===== config.mk =====
export PLATFORM = sky130hd
export DESIGN_NAME = scope_capture_flat
export DESIGN_NICKNAME = d
export VERILOG_FILES = /design/src/rtl/scope_capture_if.sv /design/src/rtl/scope_capture.sv /design/src/flat_wrapper.sv
export SDC_FILE = /design/constraint.sdc
export NUM_CORES = 2
export LEC_CHECK = 0
export CORE_ASPECT_RATIO = 0.9
export CORE_MARGIN = 4
export CORE_UTILIZATION = 40
export CTS_CLUSTER_DIAMETER = 50
export DETAILED_ROUTE_END_ITERATION = 6
export SLEW_MARGIN = 10
export SYNTH_ARGS = -nofsm -noshare
export SYNTH_HDL_FRONTEND = slang
export SYNTH_SLANG_ARGS = --single-unit

===== constraint.sdc =====
create_clock -name clk -period 19.95 [get_ports clk]
set_input_delay 2.9925 -clock clk [delete_from_list [all_inputs] [get_ports clk]]
set_output_delay 2.9925 -clock clk [all_outputs]
set_load 0.02 [all_outputs]

===== src/rtl/scope_capture_if.sv =====
`default_nettype none
// ============================================================================
// scope_capture_if : byte-stream bus between host serial link and scope core
// Revision: 1.0
// ============================================================================
interface scope_capture_if;
  logic [7:0] rx_data;
  logic       new_rx_data;
  logic [7:0] tx_data;
  logic       new_tx_data;
  logic       tx_busy;

  modport master (output rx_data, new_rx_data, tx_busy, input tx_data, new_tx_data);
  modport slave  (input rx_data, new_rx_data, tx_busy, output tx_data, new_tx_data);
endinterface
`default_nettype wire


===== src/rtl/scope_capture.sv =====
`default_nettype none
// ============================================================================
// scope_capture : multi-channel edge-triggered logic capture, streamed to host.
// Optional checksum trailer byte enabled by defining SCOPE_CHKSUM_EN.
// Revision: 1.0
// ============================================================================
module scope_capture #(
  parameter int         NUM_CH   = 4,
  parameter int         DEPTH    = 512,
  parameter logic [7:0] HDR_BYTE = 8'hA5
) (
  input  wire logic              clk,
  input  wire logic              rst_n,
  input  wire logic [NUM_CH-1:0] ch_in,
  scope_capture_if.slave         bus,
  output logic [2:0]             status
);
  localparam int                ADDR_W      = $clog2(DEPTH);
  localparam logic [ADDR_W-1:0] C_LAST      = ADDR_W'(DEPTH - 1);
  localparam logic [7:0]        C_CMD_ARM   = 8'h41;
  localparam logic [7:0]        C_CMD_ABORT = 8'h58;
  localparam logic [7:0]        C_CMD_TRIG  = 8'h54;
  localparam logic [7:0]        C_CMD_RATE  = 8'h52;

  typedef enum logic [1:0] {S_IDLE = 2'd0, S_ARMED = 2'd1, S_CAPTURE = 2'd2, S_SEND = 2'd3} state_t;
  typedef enum logic [1:0] {P_NONE = 2'd0, P_TRIG = 2'd1, P_RATE = 2'd2} pend_t;
  typedef enum logic [1:0] {T_HDR = 2'd0, T_DATA = 2'd1, T_SUM = 2'd2} txph_t;

  state_t            r_state, w_state_next;
  pend_t             r_pend;
  txph_t             r_txph;
  logic [NUM_CH-1:0] r_sync1, r_sync2;
  logic [7:0]        w_sample, r_prev, r_div, r_div_cnt, r_rd_data, r_tx_data, w_tx_byte;
  logic [2:0]        r_trig_ch;
  logic              r_trig_fall, r_trig_imm, r_first, r_hold, r_tx_stb;
  logic [ADDR_W-1:0] r_addr;
  logic [7:0]        mem [DEPTH];
  logic              w_cmd, w_arm, w_abort, w_tick, w_imm, w_edge, w_trig, w_tx_ok;
  logic              w_we, w_tx_fire;
`ifdef SCOPE_CHKSUM_EN
  logic [7:0]        r_chk;
`endif

  assign w_sample = 8'(r_sync2);
  // A byte following 'T'/'R' is always a parameter, never a command.
  assign w_cmd    = bus.new_rx_data && (r_pend == P_NONE);
  assign w_arm    = w_cmd && (bus.rx_data == C_CMD_ARM) && (r_state == S_IDLE);
  assign w_abort  = w_cmd && (bus.rx_data == C_CMD_ABORT);
  assign w_tick   = (r_div_cnt == r_div);
  assign w_imm    = r_trig_imm || (int'(r_trig_ch) >= NUM_CH);
  assign w_edge   = r_trig_fall ? (r_prev[r_trig_ch] && !w_sample[r_trig_ch])
                                : (!r_prev[r_trig_ch] && w_sample[r_trig_ch]);
  assign w_trig   = w_tick && !r_first && (w_imm || w_edge);
  assign w_tx_ok  = !bus.tx_busy && !r_hold;

  assign bus.tx_data     = r_tx_data;
  assign bus.new_tx_data = r_tx_stb;

  always_ff @(posedge clk or negedge rst_n) begin
    if (!rst_n) begin
      r_state <= S_IDLE;
      r_sync1 <= '0;
      r_sync2 <= '0;
    end else begin
      r_state <= w_state_next;
      r_sync1 <= ch_in;
      r_sync2 <= r_sync1;
    end
  end

  always_comb begin
    w_state_next = r_state;
    w_we         = 1'b0;
    w_tx_fire    = 1'b0;
    w_tx_byte    = r_rd_data;
    case (r_state)
      S_IDLE:    if (w_arm) w_state_next = S_ARMED;
      S_ARMED:   if (w_trig) begin
                   w_we         = 1'b1;
                   w_state_next = S_CAPTURE;
                 end
      S_CAPTURE: if (w_tick) begin
                   w_we = 1'b1;
                   if (r_addr == C_LAST) w_state_next = S_SEND;
                 end
      S_SEND:    if (w_tx_ok) begin
                   w_tx_fire = 1'b1;
                   case (r_txph)
                     T_HDR:   w_tx_byte = HDR_BYTE;
                     T_DATA:  begin
`ifndef SCOPE_CHKSUM_EN
                                if (r_addr == C_LAST) w_state_next = S_IDLE;
`endif
                              end
                     default: begin
`ifdef SCOPE_CHKSUM_EN
                                w_tx_byte = r_chk;
`endif
                                w_state_next = S_IDLE;
                              end
                   endcase
                 end
      default:   w_state_next = S_IDLE;
    endcase
    if (w_abort) begin
      w_state_next = S_IDLE;
      w_we         = 1'b0;
      w_tx_fire    = 1'b0;
    end
  end

  always_ff @(posedge clk or negedge rst_n) begin
    if (!rst_n) begin
      r_pend      <= P_NONE;
      r_trig_ch   <= '0;
      r_trig_fall <= 1'b0;
      r_trig_imm  <= 1'b0;
      r_div       <= '0;
      r_div_cnt   <= '0;
    end else begin
      r_div_cnt <= w_tick ? 8'd0 : r_div_cnt + 8'd1;
      if (bus.new_rx_data) begin
        r_pend <= P_NONE;
        if (r_pend == P_TRIG) begin
          r_trig_ch   <= bus.rx_data[2:0];
          r_trig_fall <= bus.rx_data[4];
          r_trig_imm  <= bus.rx_data[5];
        end else if (r_pend == P_RATE) begin
          r_div     <= bus.rx_data;
          r_div_cnt <= 8'd0;
        end else if (r_state == S_IDLE && bus.rx_data == C_CMD_TRIG) begin
          r_pend <= P_TRIG;
        end else if (r_state == S_IDLE && bus.rx_data == C_CMD_RATE) begin
          r_pend <= P_RATE;
        end
      end
    end
  end

  // r_addr is the write pointer while capturing and the read pointer while sending.
  always_ff @(posedge clk or negedge rst_n) begin
    if (!rst_n) begin
      r_addr    <= '0;
      r_prev    <= '0;
      r_first   <= 1'b0;
      r_txph    <= T_HDR;
      r_hold    <= 1'b0;
      r_tx_stb  <= 1'b0;
      r_tx_data <= '0;
    end else begin
      r_tx_stb <= w_tx_fire;
      r_hold   <= w_tx_fire;
      if (w_arm) begin
        r_addr  <= '0;
        r_first <= 1'b1;
        r_txph  <= T_HDR;
      end
      if (r_state == S_ARMED && w_tick) begin
        r_prev  <= w_sample;
        r_first <= 1'b0;
      end
      if (w_we) r_addr <= r_addr + 1'b1;
      if (w_tx_fire) begin
        r_tx_data <= w_tx_byte;
        case (r_txph)
          T_HDR:   r_txph <= T_DATA;
          T_DATA:  begin
                     r_addr <= r_addr + 1'b1;
                     if (r_addr == C_LAST) r_txph <= T_SUM;
                   end
          default: r_txph <= T_HDR;
        endcase
      end
      if (w_abort) r_addr <= '0;
    end
  end

`ifdef SCOPE_CHKSUM_EN
  always_ff @(posedge clk or negedge rst_n) begin
    if (!rst_n)                                r_chk <= '0;
    else if (w_arm)                            r_chk <= '0;
    else if (w_tx_fire && r_txph == T_DATA)    r_chk <= r_chk ^ r_rd_data;
  end
`endif

  // Sample store: read port follows r_addr continuously, so data is ready
  // during the one-cycle handshake hold after each strobe.
  always_ff @(posedge clk) begin
    if (w_we) mem[r_addr] <= w_sample;
    r_rd_data <= mem[r_addr];
  end

  always_comb begin
    status = 3'b000;
    case (r_state)
      S_ARMED:   status = 3'b001;
      S_CAPTURE: status = 3'b010;
      S_SEND:    status = 3'b100;
      default:   status = 3'b000;
    endcase
  end
endmodule
`default_nettype wire

===== src/flat_wrapper.sv =====
// flat-port wrapper written by rule: the top's interface ports become plain ports
module scope_capture_flat 
#(
  parameter int         NUM_CH   = 4,
  parameter int         DEPTH    = 512,
  parameter logic [7:0] HDR_BYTE = 8'hA5
)
  (clk, rst_n, ch_in, status, bus_rx_data, bus_new_rx_data, bus_tx_busy, bus_tx_data, bus_new_tx_data);
  scope_capture_if bus_i ();
  input  wire logic clk;
  input  wire logic rst_n;
  input  wire logic [NUM_CH-1:0] ch_in;
  output logic [2:0] status;
  input wire logic [$bits(bus_i.rx_data)-1:0] bus_rx_data;
  input wire logic [$bits(bus_i.new_rx_data)-1:0] bus_new_rx_data;
  input wire logic [$bits(bus_i.tx_busy)-1:0] bus_tx_busy;
  output wire logic [$bits(bus_i.tx_data)-1:0] bus_tx_data;
  output wire logic [$bits(bus_i.new_tx_data)-1:0] bus_new_tx_data;
  assign bus_i.rx_data = bus_rx_data;
  assign bus_i.new_rx_data = bus_new_rx_data;
  assign bus_i.tx_busy = bus_tx_busy;
  assign bus_tx_data = bus_i.tx_data;
  assign bus_new_tx_data = bus_i.new_tx_data;
  scope_capture #(.NUM_CH(NUM_CH), .DEPTH(DEPTH), .HDR_BYTE(HDR_BYTE)) u_core (.clk(clk), .rst_n(rst_n), .ch_in(ch_in), .bus(bus_i), .status(status));
endmodule

==> flow_summary.ini <==
[timing]
period_share_pct = 32.08
tns_ns = 0
rsz0062_at_grt = false
fmax_mhz = 156.2
setup_viol_count_final = 0
fin_worst_skew_ns = 0.06391
finalHoldViolCount = 0
worst_pin_slew_ns = 1.283
slew_headroom_pct = 12.02
fin_crit_ns = 6.400
drv_slew = 0

[power_and_ir_drop]
p_leak_nw = 28.23
vdd_drop_max_mv = 0.08638
power_density_nw_per_um2 = 119.3

[clocking]
clockRootBuffer = clkbuf_16
insertion_delay_ns = 0.86
clock_path_buffers = 3
post_cts_buffers = 0
cts_num_sinks = 2107
cts_tree = built
clk_pin_slew_worst_paths_ns = 0.06
numCtsBuffers = 209
post_cts_resized = 0
htreeDepth = 4
cts_hold_buf = 0

[floorplanning]
pin_count = 28
num_rows = 159
initial_utilization_pct = 40.15
die_area_um2 = 216700
die_h_um = 442.0
die_w_um = 490.2
core_area_um2 = 208500

[drt]
wire_per_inst_um = 31.06
ant_nets = 0
drc = 0
drt_iter0_markers = 6213
vias = 43996
first_pass_iters = 6
drt_wl_total_um = 228800
vias_per_cell = 5.974

[layout]
fin_util_pct = 45.07
stdcell_count = 7364
drive_above_1_share_pct = 20.47
area_growth_pct = 12.25
fin_nets = 4478
final_cell_area_um2 = 93970

[setup_path]
path_max_fanout = 97
critical_path_required_ns = 20.57
cp-end-kind = flip-flop
worstSetupStartpointType = flip-flop
path_class = flip-flop to flip-flop
arrival_ns = 7.02

[synthesis]
synth_flop_cell = edfxtp_1
yosys_warnings = 0
synth-edff-count = 2048
syn_inst = 4395
syn_avg_cell_area_um2 = 19.05
netlist_area_um2 = 83720
yosysSeqAreaShare_pct = 75.20
ys_ff_latch = 2107
async_reset_ff_share_pct = 2.610
synth_cell_types = 69

[outcome]
outcome = complete, no violations

[global_route]
grt_pass1_wl_um = 328700
grt_start_max_net_pins = 194
antenna_found_initial = 13
overflow = 0
grt_usage_pct = 20.82
first_global_vias = 43791

[placement]
place.gp.congestion = 0.8643
dp.cells = 6977
dp_hpwl_um = 140200
place_area_um2 = 87010
portBuffers = 25

[job]
cap_violations = 0

[min_path]
hp-class = flip-flop to flip-flop
-- routing by layer --
layer,track usage (%),up-vias,wire (µm)
met4,6.699,8,7605
met3,5.131,402,22640
met1,30.51,23291,96250
met5,0,-,47
met2,30.73,2448,102200
li1,-,17847,-
-- placed cells by master (no fill, tap or decap), types with 47 or more instances in the layout --
cell and n:
nand2_1 205, o21ai_0 47, mux4_2 470, clkbuf_16 210, buf_4 94, edfxtp_1 2048, nand3_1 47, a22oi_1 116
mux2i_1 152, nor2_1 568, a21oi_1 52
-- Yosys cell counts, types with 8 or more instances --
cell type | instances | area [µm²]
inv_1 | 13 | 48.80
buf_2 | 79 | 395.4
a22oi_1 | 116 | 870.8
o22ai_1 | 13 | 81.33
nor3_1 | 23 | 115.1
a31oi_1 | 8 | 50.05
nand2_1 | 209 | 784.5
buf_6 | 15 | 168.9
clkbuf_1 | 131 | 491.7
a211oi_1 | 11 | 82.58
and3_1 | 12 | 75.07
nand4_1 | 11 | 68.82
nand2b_1 | 9 | 56.30
o21ai_0 | 47 | 235.2
edfxtp_1 | 2048 | 61500
nor4_1 | 9 | 56.30
ha_1 | 11 | 137.6
nor2_1 | 574 | 2155
mux2i_1 | 152 | 1521
nand3_1 | 47 | 235.2
buf_4 | 31 | 232.7
dfrtp_1 | 55 | 1376
buf_1 | 26 | 97.59
and2_1 | 12 | 75.07
a221oi_1 | 26 | 227.7
nor2b_1 | 13 | 81.33
mux2_2 | 26 | 292.8
a22o_1 | 17 | 148.9
xnor2_1 | 9 | 78.83
mux4_2 | 470 | 10590
a21oi_1 | 52 | 260.3
-- flip-flops by register name (all words and copies together), names as in the netlist, 3 cells and up --
| register | cells |
|---|---|
| u_core.r_div_cnt | 8 |
| u_core.r_trig_ch | 3 |
| u_core.r_sync2 | 4 |
| u_core.r_prev | 4 |
| u_core.bus.tx_data | 5 |
| u_core.r_rd_data | 4 |
| u_core.mem | 2048 |
| u_core.r_div | 8 |
| u_core.r_sync1 | 4 |
| u_core.r_addr | 9 |
-- critical path: stages, from the launching register on --
cell and delay (ns):
dfrtp_4 0.78, buf_12 0.54, buf_4 0.77, buf_4 0.83, mux4_2 0.43, a22oi_1 0.53
a311oi_1 0.43, a2111oi_0 1.15, nand4_1 0.34
-- logic make-up (layout without fill, tap and decap cells) --
kind of cell	count (synthesis)	in the layout	share of synthesized area, %
flip-flops	2107	2107	75.20
AND/OR/NAND/NOR	958	958	4.763
multiplexers	654	654	15.00
AO/OA/AOI/OAI	351	351	2.959
buffers and inverters	298	524	1.755
XOR/XNOR	15	15	0.1569
adder cells (fa/ha/maj)	11	11	0.1644
other	1	7	0.004479
-- layout make-up --
class	instances	area, µm²
inverters	14	52.55
flip-flops and latches	2107	62990
clock inverters	126	1509
diodes	5	12.51
well taps	2737	3425
repair buffers	128	1131
fillers	17611	114500
clock buffers	256	5438
multi-input cells	1991	19420
-- worst paths after layout --
kind                                    from                  end  slack [ns]  cells after the start
setup / recovery            u_core.r_addr[1]  u_core.r_rd_data[3]       13.55                      8
hold / removal             u_core.r_sync1[0]    u_core.r_sync2[0]        0.35                      0
setup reg to reg            u_core.r_addr[1]  u_core.r_rd_data[3]       13.55                      8
hold reg to reg            u_core.r_sync1[0]    u_core.r_sync2[0]        0.35                      0
max in group asynchronous              rst_n    u_core.r_sync2[0]       17.07                      2
min in group asynchronous              rst_n      u_core.r_div[5]        2.30                      2
-- where the power goes --
| part | leakage (nW) | total [mW] | switching, mW | internal [mW] |
|---|---|---|---|---|
| Sequential | 19.1 | 4.96 | 0.0735 | 4.88 |
| Clock | 3.35 | 3.99 | 1.73 | 2.26 |
| Combinational | 5.75 | 2.27 | 1.31 | 0.956 |
| Total | 28.2 | 11.2 | 3.12 | 8.10 |
-- through the flow --
step	hold slack [ns]	worst slack, ns	total power, mW
finish	0.3523	13.55	11.21
global route	0.3713	13.33	11.59
CTS	0.3592	13.58	11.28
detailed placement	0.3355	13.26	7.324
global placement	0.3419	13.26	7.314
floorplan	0.3312	10.45	6.613
No activity file was read; power rests on OpenSTA's default activity.
